`config.mk`:
```
export PLATFORM = sky130hd
export DESIGN_NAME = miriscv_pipe_ctrl
export DESIGN_NICKNAME = d
export VERILOG_FILES = /design/src/rtl/miriscv_ctrl_pkg.sv /design/src/rtl/miriscv_perf_counters.sv /design/src/rtl/miriscv_pipe_ctrl.sv
export SDC_FILE = /design/constraint.sdc
export NUM_CORES = 1
export LEC_CHECK = 0
export BUFFER_PORTS_ARGS = -buffer_cell sky130_fd_sc_hd__clkbuf_2
export CORE_AREA = 2 2 294 151
export CTS_BUF_LIST = sky130_fd_sc_hd__clkbuf_4
export DETAILED_ROUTE_END_ITERATION = 8
export DIE_AREA = 0 0 296 153
export PLACE_DENSITY = 0.68
export SLEW_MARGIN = 20
export SYNTH_ARGS = -nofsm -noshare
export SYNTH_HDL_FRONTEND = slang
export SYNTH_SLANG_ARGS = --single-unit
export TNS_END_PERCENT = 5
```
`constraint.sdc`:
```
create_clock -name clk_i -period 2.7 [get_ports clk_i]
set_clock_uncertainty 0.1 [all_clocks]
set_input_delay 0.27 -clock clk_i [delete_from_list [all_inputs] [get_ports clk_i]]
set_output_delay 0.27 -clock clk_i [all_outputs]
set_load 0.02 [all_outputs]
```
`src/rtl/miriscv_ctrl_pkg.sv`:
```
// Shared types and constants for the miriscv pipeline controller.
package miriscv_ctrl_pkg;

    localparam int NO_BYPASS = 0;
    localparam int NUM_CNT   = 4;

    typedef enum logic [1:0] {
        CNT_CYCLE   = 2'd0,
        CNT_INSTR   = 2'd1,
        CNT_MISPRED = 2'd2,
        CNT_STALL   = 2'd3
    } cnt_sel_t;

    // Width of a bypass select: 0 = register file, k+1 = producer k.
    function automatic int byp_sel_w(input int num_byp);
        return $clog2(num_byp + 1);
    endfunction

endpackage

```
`src/rtl/miriscv_perf_counters.sv`:
```
// Four free-running performance counters with clear/freeze and a registered
// readout that shows the selected counter as it was before this cycle's update.
module miriscv_perf_counters
    import miriscv_ctrl_pkg::*;
#(
    parameter int CNT_W = 64
) (
    input  logic               clk_i,
    input  logic               arstn_i,
    input  logic [NUM_CNT-1:0] inc_i,
    input  cnt_sel_t           sel_i,
    input  logic               clear_i,
    input  logic               freeze_i,
    output logic [CNT_W-1:0]   rdata_o
);

    logic [CNT_W-1:0] cnt_q [NUM_CNT];

    always_ff @(posedge clk_i or negedge arstn_i) begin
        if (!arstn_i) begin
            // NOTE: four flops per bit, not a RAM macro, so an async reset of the whole array is fine.
            for (int i = 0; i < NUM_CNT; i++) cnt_q[i] <= '0;
            rdata_o <= '0;
        end else begin
            rdata_o <= cnt_q[sel_i];
            for (int i = 0; i < NUM_CNT; i++) begin
                if (clear_i)
                    cnt_q[i] <= '0;
                else if (!freeze_i && inc_i[i])
                    cnt_q[i] <= cnt_q[i] + CNT_W'(1);
            end
        end
    end

endmodule

```
`src/rtl/miriscv_pipe_ctrl.sv`:
```
// Pipeline control for the miriscv core: hazards/bypass, cascaded stalls,
// redirect arbitration with a pending hold, and performance counters.
module miriscv_pipe_ctrl
    import miriscv_ctrl_pkg::*;
#(
    parameter int XLEN           = 32,
    parameter int GPR_ADDR_W     = 5,
    parameter int NUM_STAGES     = 5,
    parameter int NUM_BYP        = 3,
    parameter int LOAD_USE_DEPTH = 3,
    parameter int BOOT_CYCLES    = 2,
    parameter int CNT_W          = 64,
    localparam int BYP_SEL_W     = byp_sel_w(NUM_BYP)
) (
    input  logic                          clk_i,
    input  logic                          arstn_i,
    input  logic [XLEN-1:0]               boot_addr_i,
    input  logic [NUM_STAGES-1:0]         stall_req_i,
    input  logic [NUM_STAGES-1:0]         valid_i,
    input  logic [GPR_ADDR_W-1:0]         rs1_addr_i,
    input  logic [GPR_ADDR_W-1:0]         rs2_addr_i,
    input  logic                          rs1_req_i,
    input  logic                          rs2_req_i,
    input  logic [NUM_BYP*GPR_ADDR_W-1:0] prod_rd_addr_i,
    input  logic [NUM_BYP-1:0]            prod_rd_we_i,
    input  logic [NUM_BYP-1:0]            prod_load_i,
    input  logic                          mp_prediction_i,
    input  logic                          mp_br_j_taken_i,
    input  logic [XLEN-1:0]               mp_target_pc_i,
    input  logic [XLEN-1:0]               mp_next_pc_i,
    input  logic                          ext_redirect_i,
    input  logic [XLEN-1:0]               ext_redirect_pc_i,
    input  logic                          force_rdy_i,
    input  logic [1:0]                    cnt_sel_i,
    input  logic                          cnt_clear_i,
    input  logic                          cnt_freeze_i,
    output logic [BYP_SEL_W-1:0]          byp_sel1_o,
    output logic [BYP_SEL_W-1:0]          byp_sel2_o,
    output logic [NUM_STAGES-1:0]         stall_o,
    output logic [NUM_STAGES-1:0]         kill_o,
    output logic [XLEN-1:0]               force_pc_o,
    output logic                          force_f_o,
    output logic [CNT_W-1:0]              cnt_rdata_o
);

    localparam int BOOT_W = $clog2(BOOT_CYCLES + 1);

    logic [NUM_BYP-1:0] haz1, haz2;
    logic               load_stall;

    for (genvar k = 0; k < NUM_BYP; k++) begin : g_haz
        logic [GPR_ADDR_W-1:0] rd;
        logic                  live;
        assign rd      = prod_rd_addr_i[k*GPR_ADDR_W +: GPR_ADDR_W];
        assign live    = valid_i[0] & prod_rd_we_i[k] & valid_i[k+1] & (rd != '0);
        assign haz1[k] = live & rs1_req_i & (rs1_addr_i == rd);
        assign haz2[k] = live & rs2_req_i & (rs2_addr_i == rd);
    end

    always_comb begin
        // NOTE: every output gets a default before the loop, so no latch is inferred.
        byp_sel1_o = BYP_SEL_W'(NO_BYPASS);
        byp_sel2_o = BYP_SEL_W'(NO_BYPASS);
        // NOTE: blocking '=' walking from oldest to youngest makes the lowest k, written last, win.
        for (int k = NUM_BYP - 1; k >= 0; k--) begin
            if (haz1[k]) byp_sel1_o = BYP_SEL_W'(k + 1);
            if (haz2[k]) byp_sel2_o = BYP_SEL_W'(k + 1);
        end
    end

    // Only the youngest producers' load data is not yet available for forwarding.
    always_comb begin
        load_stall = 1'b0;
        for (int k = 0; k < LOAD_USE_DEPTH; k++)
            load_stall = load_stall | ((haz1[k] | haz2[k]) & prod_load_i[k]);
    end

    // A stall in stage j holds every younger stage i < j.
    always_comb begin
        stall_o = '0;
        stall_o[NUM_STAGES-1] = stall_req_i[NUM_STAGES-1];
        for (int i = NUM_STAGES - 2; i >= 0; i--)
            stall_o[i] = stall_o[i+1] | stall_req_i[i];
        stall_o[0] = stall_o[0] | load_stall;
    end

    logic [BOOT_W-1:0] boot_cnt_q;
    logic              boot_en;

    assign boot_en = boot_cnt_q < BOOT_W'(BOOT_CYCLES);

    always_ff @(posedge clk_i or negedge arstn_i) begin
        if (!arstn_i)
            boot_cnt_q <= '0;
        else if (boot_en)
            boot_cnt_q <= boot_cnt_q + BOOT_W'(1);
    end

    logic            mispredict, redirect_evt, pending_q;
    logic [XLEN-1:0] mp_pc, evt_pc, pend_pc_q;
    logic [NUM_STAGES-1:0] kill_raw;

    assign mispredict   = valid_i[NUM_STAGES-1] & (mp_prediction_i ^ mp_br_j_taken_i);
    assign mp_pc        = mp_br_j_taken_i ? mp_target_pc_i : mp_next_pc_i;
    assign redirect_evt = ext_redirect_i | mispredict;
    assign evt_pc       = ext_redirect_i ? ext_redirect_pc_i : mp_pc;

    always_ff @(posedge clk_i or negedge arstn_i) begin
        if (!arstn_i) begin
            pending_q <= 1'b0;
            pend_pc_q <= '0;
        end else if (redirect_evt && !boot_en && !force_rdy_i) begin
            pending_q <= 1'b1;
            pend_pc_q <= evt_pc;
        end else if (force_rdy_i) begin
            pending_q <= 1'b0;
        end
    end

    assign force_f_o  = boot_en | redirect_evt | pending_q;
    assign force_pc_o = boot_en      ? boot_addr_i :
                        redirect_evt ? evt_pc      : pend_pc_q;

    // While a redirect waits for fetch, only the fetch stage is flushed each cycle.
    assign kill_raw = redirect_evt ? '1 : {{(NUM_STAGES-1){1'b0}}, pending_q};
    assign kill_o   = arstn_i ? kill_raw : '0;

    logic [NUM_CNT-1:0] perf_inc;

    assign perf_inc[CNT_CYCLE]   = 1'b1;
    assign perf_inc[CNT_INSTR]   = valid_i[NUM_STAGES-1] & ~stall_o[NUM_STAGES-1];
    assign perf_inc[CNT_MISPRED] = mispredict;
    assign perf_inc[CNT_STALL]   = stall_o[0];

    miriscv_perf_counters #(
        .CNT_W (CNT_W)
    ) u_perf (
        .clk_i    (clk_i),
        .arstn_i  (arstn_i),
        .inc_i    (perf_inc),
        .sel_i    (cnt_sel_t'(cnt_sel_i)),
        .clear_i  (cnt_clear_i),
        .freeze_i (cnt_freeze_i),
        .rdata_o  (cnt_rdata_o)
    );

endmodule

```
# Word level (Yosys, flattened, before mapping)
# Cells that the tools add are included.
[totals] elab_cells=104 in_bits=181 regBits=355 out_inout_bits=111
[op_classes] bitwise_logic=42 mux=25 order_cmp=2 n_eq_ne=7 n_addsub=5 reduce_logical=15
[op_table] cell="$mux 64" count=10
[op_table] cell="$add 64x1->64 const B" count=4
[op_table] cell="$bmux 64 s2" count=1
[op_table] cell="$mux 32" count=4
[op_table] cell="$eq 5x5->1" count=6
[op_table] cell="$and 1x1->1" count=26
[op_table] cell="$reduce_bool 5->1" count=3
[op_table] cell="$or 1x1->1" count=13
[op_table] cell="$mux 2" count=6
[op_table] cell="$mux 5" count=2
[op_table] cell="$reduce_bool 2->1" count=4
[op_table] cell="$logic_and 1x1->1" count=5
[op_table] cell="$ge 3x3->1 const B" count=1
[op_table] cell="$logic_not 1->1" count=3
[op_table] cell="$not 2->3" count=1
[op_table] cell="$add 2x1->2 const B" count=1
[op_table] cell="$lt 2x2->1 const B" count=1
[op_table] cell="$mux 1" count=2
[op_table] cell="$ne 2x2->1 const B" count=1
[op_table] cell="$not 1->1" count=1
[op_table] cell="$xor 1x1->1" count=1

# Longest topological paths before layout
[depth] depth_word=13 ltp_mapped=10 ltp_nobuf=8

# Modules after synthesis
# A second synthesis with hierarchy kept.
[unflattened] cells_unflattened=2012 hier_area_um2=19849.0
[by_module_without_submodules] module="miriscv_perf_counters" cells_per_inst=1640 area_each_um2=16633.5 instances=1 seq_area_each_um2=8007.7
[by_module_without_submodules] module="miriscv_pipe_ctrl" cells_per_inst=372 area_each_um2=3215.6 instances=1 seq_area_each_um2=875.8

# Least setup slack after synthesis
# OpenSTA, ideal clock, no wires.
[synth_timing] path_type="reg-to-reg" start="register u_perf.cnt_q[90] (netlist bit)" end="register u_perf.cnt_q[122] (netlist bit)" arrival_ps=2601 required_time_ps=2523 synth_period_minus_slack_ps=2778 path_stages_with_launch=8 setup_time_ps=77 setup_slack_ps=-78 cell_sequence="dfrtp_1 nand4_2 or4_4 or4b_4 nor4_4 nand3_1 or3_1 a21oi_1"
[synth_via] elab_chain_len=3
[synth_lines] item="start, declared" line_no="miriscv_perf_counters.sv:17" text="logic [CNT_W-1:0] cnt_q [NUM_CNT];"
[synth_lines] item="start signal, assigned by index" line_no="miriscv_perf_counters.sv:30" text="cnt_q[i] <= cnt_q[i] + CNT_W'(1);"
[synth_lines] item="$add 64x1->64" line_no="miriscv_perf_counters.sv:30"
[synth_lines] item="$mux 64" line_no="miriscv_perf_counters.sv:29" text="else if (!freeze_i && inc_i[i])"
[synth_lines] item="$mux 64" line_no="miriscv_perf_counters.sv:27" text="if (clear_i)"
# Every way passes these cells. The select of a mux whose other input is x is not followed.
# A chain may end at the register's enable or synchronous reset.

# Final worst setup path
[layout_timing] start="register u_perf.cnt_q[97] (netlist bit)" end="register u_perf.cnt_q[123] (netlist bit)"
# The elaborated chain is that of the path after synthesis.

==> impl_results.md <==
* Clock tree buffer depth at 3
* Simple logic cell fraction of the synthesized area at 22.3%
* Layout area overhead at 25.5%
* EDFF count, synth at 0
* Max_slew headroom at 58.2%
* Clock root buffer: clkbuf_4
* Post-detail-place hpwl at 41800 um
* Crit Path Class: reg -> reg
* CP arrival at 3.24 ns
* Worst reg2reg path depth at 8
* Final cycle utilization of the critical path at 99.9%
* Largest family of logic cells by synthesized area: simple AND/OR/NAND/NOR gates
* DIE HEIGHT at 153 um
* Rows at 54
* Avg Cell Area, Syn at 9.61 um2
* RePlAce Congestion at 0.889
* Mapped Cells at 1975
* Yosys reg bits at 355
* Avg Vias per Cell at 5.59
* Mapped cell area at 19000 um2
* Slew @ Worst Pin at 0.627 ns
* Die X at 296 um
* Fin nets at 2641
* Sequential element share of the synthesized area at 46.8%
* CORE AREA at 42800 um2
* Tmin final at 2.70 ns
* Fmax at 371 MHz
* Clk_lat worst skew at 0.79 ns
* First-pass GRT wire length at 90900 um
* Required @ worst endpoint at 3.24 ns
* Clk pin slew, worst setup/hold paths at 0.07 ns
* Routed Antenna Nets at 0
* Compound-Gate Fraction of Synth Area at 9.12%
* Post-Synth Adder-Cell Area at 0.264%
* Max_cap viols at 0
* Clk sinks at 355
* CTS tree: yes
* Yosys Warn Count at 0
* RSZ-0062 raised after global routing: yes
* Largest net degree at the start of global routing at 98
* Hold Crit Depth at 3
* Vias in the first global route at 16400
* Total Routing Usage GR at 25.7%
* DRT Pass-1 Iters at 5
* DRC violations left at 0
* DR vias at 17400
* Total die area at 45300 um2
* Max IR drop VDD at 0.270 mV
* Initial Util at 44.3%
* Finished Cell Area at 23800 um2
* IO buf count at 291
* Total nets after synthesis at 2160
* TritonCTS buffer count at 84
* Pwr Total at 0.0109 W
* Synth Area in XOR/XNOR at 8.72%
* Most frequent cells in the layout: dfrtp_1 (354), nor2_1 (293), clkbuf_2 (288)
* H-tree Lvls at 3
* Initial antenna violation count at 2
* Final hold vios at 0
* Final wirelength at 58400 um
* Worst setup SP type: flip-flop
* FILL cells at 3784
* Synth Flop Type: dfrtp_1
* Async SR Flop Fraction at 100%
* Max-slew violations at 0
* Final Hold Slack at 0.0668 ns
* Pwr/cell area at 459 nW/um2
* Placement Cell Area at 22000 um2
* IO Pins at 292
* Commonest non-fill, non-tap cell in the layout: dfrtp_1
* Mux contribution to synthesized area at 9.75%
* Worst hold path class: in -> reg
* Fraction of layout cells with a size suffix above 1 at 26.2%
* Max Fanout on Critical Path at 12
* Outcome: finished, final reports clean
* Synth cell types at 52
* Iter 0 DRT Violations at 1674
* Crit path capture type: flip-flop
* Wirelength per Cell at 18.8 um
* GR Overflow Total at 0
* Setup violators final at 0
* Leakage power at 10.6 nW
## worst max-delay path, stage by stage, from the launching register on
cell	delay, ns
dfrtp_1	0.41
nand2_1	0.07
or4_4	0.55
or4b_4	0.53
nor4_4	0.20
buf_12	0.18
nand3_4	0.08
or3_1	0.33
a21oi_2	0.12
## what timing repair did
| action | 4_1_cts | 5_1_grt |
|---|---|---|
| hold buffers | 72 | 0 |
| endpoints found under the setup margin | 19 | 42 |
| gates resized for setup | 1 | 17 |
| pin swaps | 2 | 7 |
| setup buffers | 0 | 5 |
| endpoints found under the hold margin | 462 | 0 |
## worst paths after layout
path,from,end,slack (ns)
setup / recovery,u_perf.cnt_q[97],u_perf.cnt_q[123],0.003
hold / removal,cnt_sel_i[0],u_perf.rdata_o[37],0.07
setup reg to reg,u_perf.cnt_q[97],u_perf.cnt_q[123],0.003
hold reg to reg,boot_cnt_q[0],boot_cnt_q[0],0.37
max in group asynchronous,arstn_i,boot_cnt_q[1],1.81
min in group asynchronous,arstn_i,u_perf.cnt_q[70],0.08
## per-stage QoR
| stage | utilization, % | setup WS (ns) | TNS, ns | instances |
|---|---|---|---|---|
| floorplan | - | -0.00226 | -0.00739 | 1975 |
| global placement | 51.3 | -0.0439 | -0.206 | 2881 |
| detailed placement | 51.3 | -0.0124 | -0.0281 | 2881 |
| CTS | 55.4 | -0.0253 | -0.0420 | 3098 |
| global route | 55.6 | -0.0656 | -0.278 | 3103 |
| finish | 55.6 | 0.00303 | 0 | 3105 |
## registers in the layout, summed over array words and instances (netlist names)
register and count:
pending_q 1, pend_pc_q 32, boot_cnt_q 2, u_perf.rdata_o 64, u_perf.cnt_q 256
## power by group
group | internal (W) | leakage, nW | switching (W)
Combinational | 0.000498 | 5.07 | 0.000711
Sequential | 0.00540 | 4.90 | 0.0000554
Clock | 0.00204 | 0.603 | 0.00222
## cell type report
| class | count | area [um2] | area share (%) |
|---|---|---|---|
| Tap cell | 588 | 736 | 3.09 |
| Inverter | 47 | 176 | 0.740 |
| Clock inverter | 25 | 98.8 | 0.415 |
| Multi-Input combinational cell | 1471 | 9600 | 40.3 |
| Timing Repair Buffer | 497 | 3420 | 14.4 |
| Sequential cell | 355 | 8890 | 37.3 |
| Clock buffer | 120 | 901 | 3.78 |
| Antenna cell | 2 | 5.00 | 0.0210 |
## synth_stat cells, types with 2 or more instances
library cell | instances | share of area, %
or4_1 | 23 | 0.91
o21ai_1 | 6 | 0.16
ha_1 | 4 | 0.26
mux2i_1 | 36 | 1.9
buf_2 | 6 | 0.16
nand3_1 | 79 | 2.1
buf_1 | 13 | 0.26
xor2_1 | 116 | 5.4
buf_4 | 4 | 0.16
nor2_1 | 293 | 5.8
and4_1 | 20 | 0.92
or3_1 | 79 | 2.6
o211a_2 | 2 | 0.11
nor4_4 | 2 | 0.22
nor2b_1 | 11 | 0.36
and2_1 | 14 | 0.46
and3_1 | 32 | 1.1
nor3_1 | 41 | 1.1
nand4_1 | 71 | 2.3
dfrtp_1 | 355 | 47
nand2_1 | 144 | 2.8
inv_1 | 46 | 0.91
o41ai_2 | 2 | 0.17
xnor2_1 | 73 | 3.4
nor4_1 | 16 | 0.53
clkbuf_1 | 78 | 1.5
or2_2 | 9 | 0.30
o21ai_0 | 101 | 2.7
mux2_2 | 4 | 0.24
mux4_2 | 63 | 7.5
o31ai_1 | 19 | 0.75
a21oi_1 | 193 | 5.1
## cell families after synthesis
family | Yosys count
xor+xnor | 189
fa+ha+maj | 4
compound gates | 327
simple gates | 847
mux | 104
buf+inv | 149
flops | 355
## layer usage
metal  track usage [%]  vias to the layer above  wire length [um]
met5                 0                        -                 0
met4              5.94                        0               746
met3              8.06                       71              6300
met2              34.1                      767             23700
met1              40.3                     8505             27600
li1                  -                     8019                 -
Power figures use the tool's default switching activity.
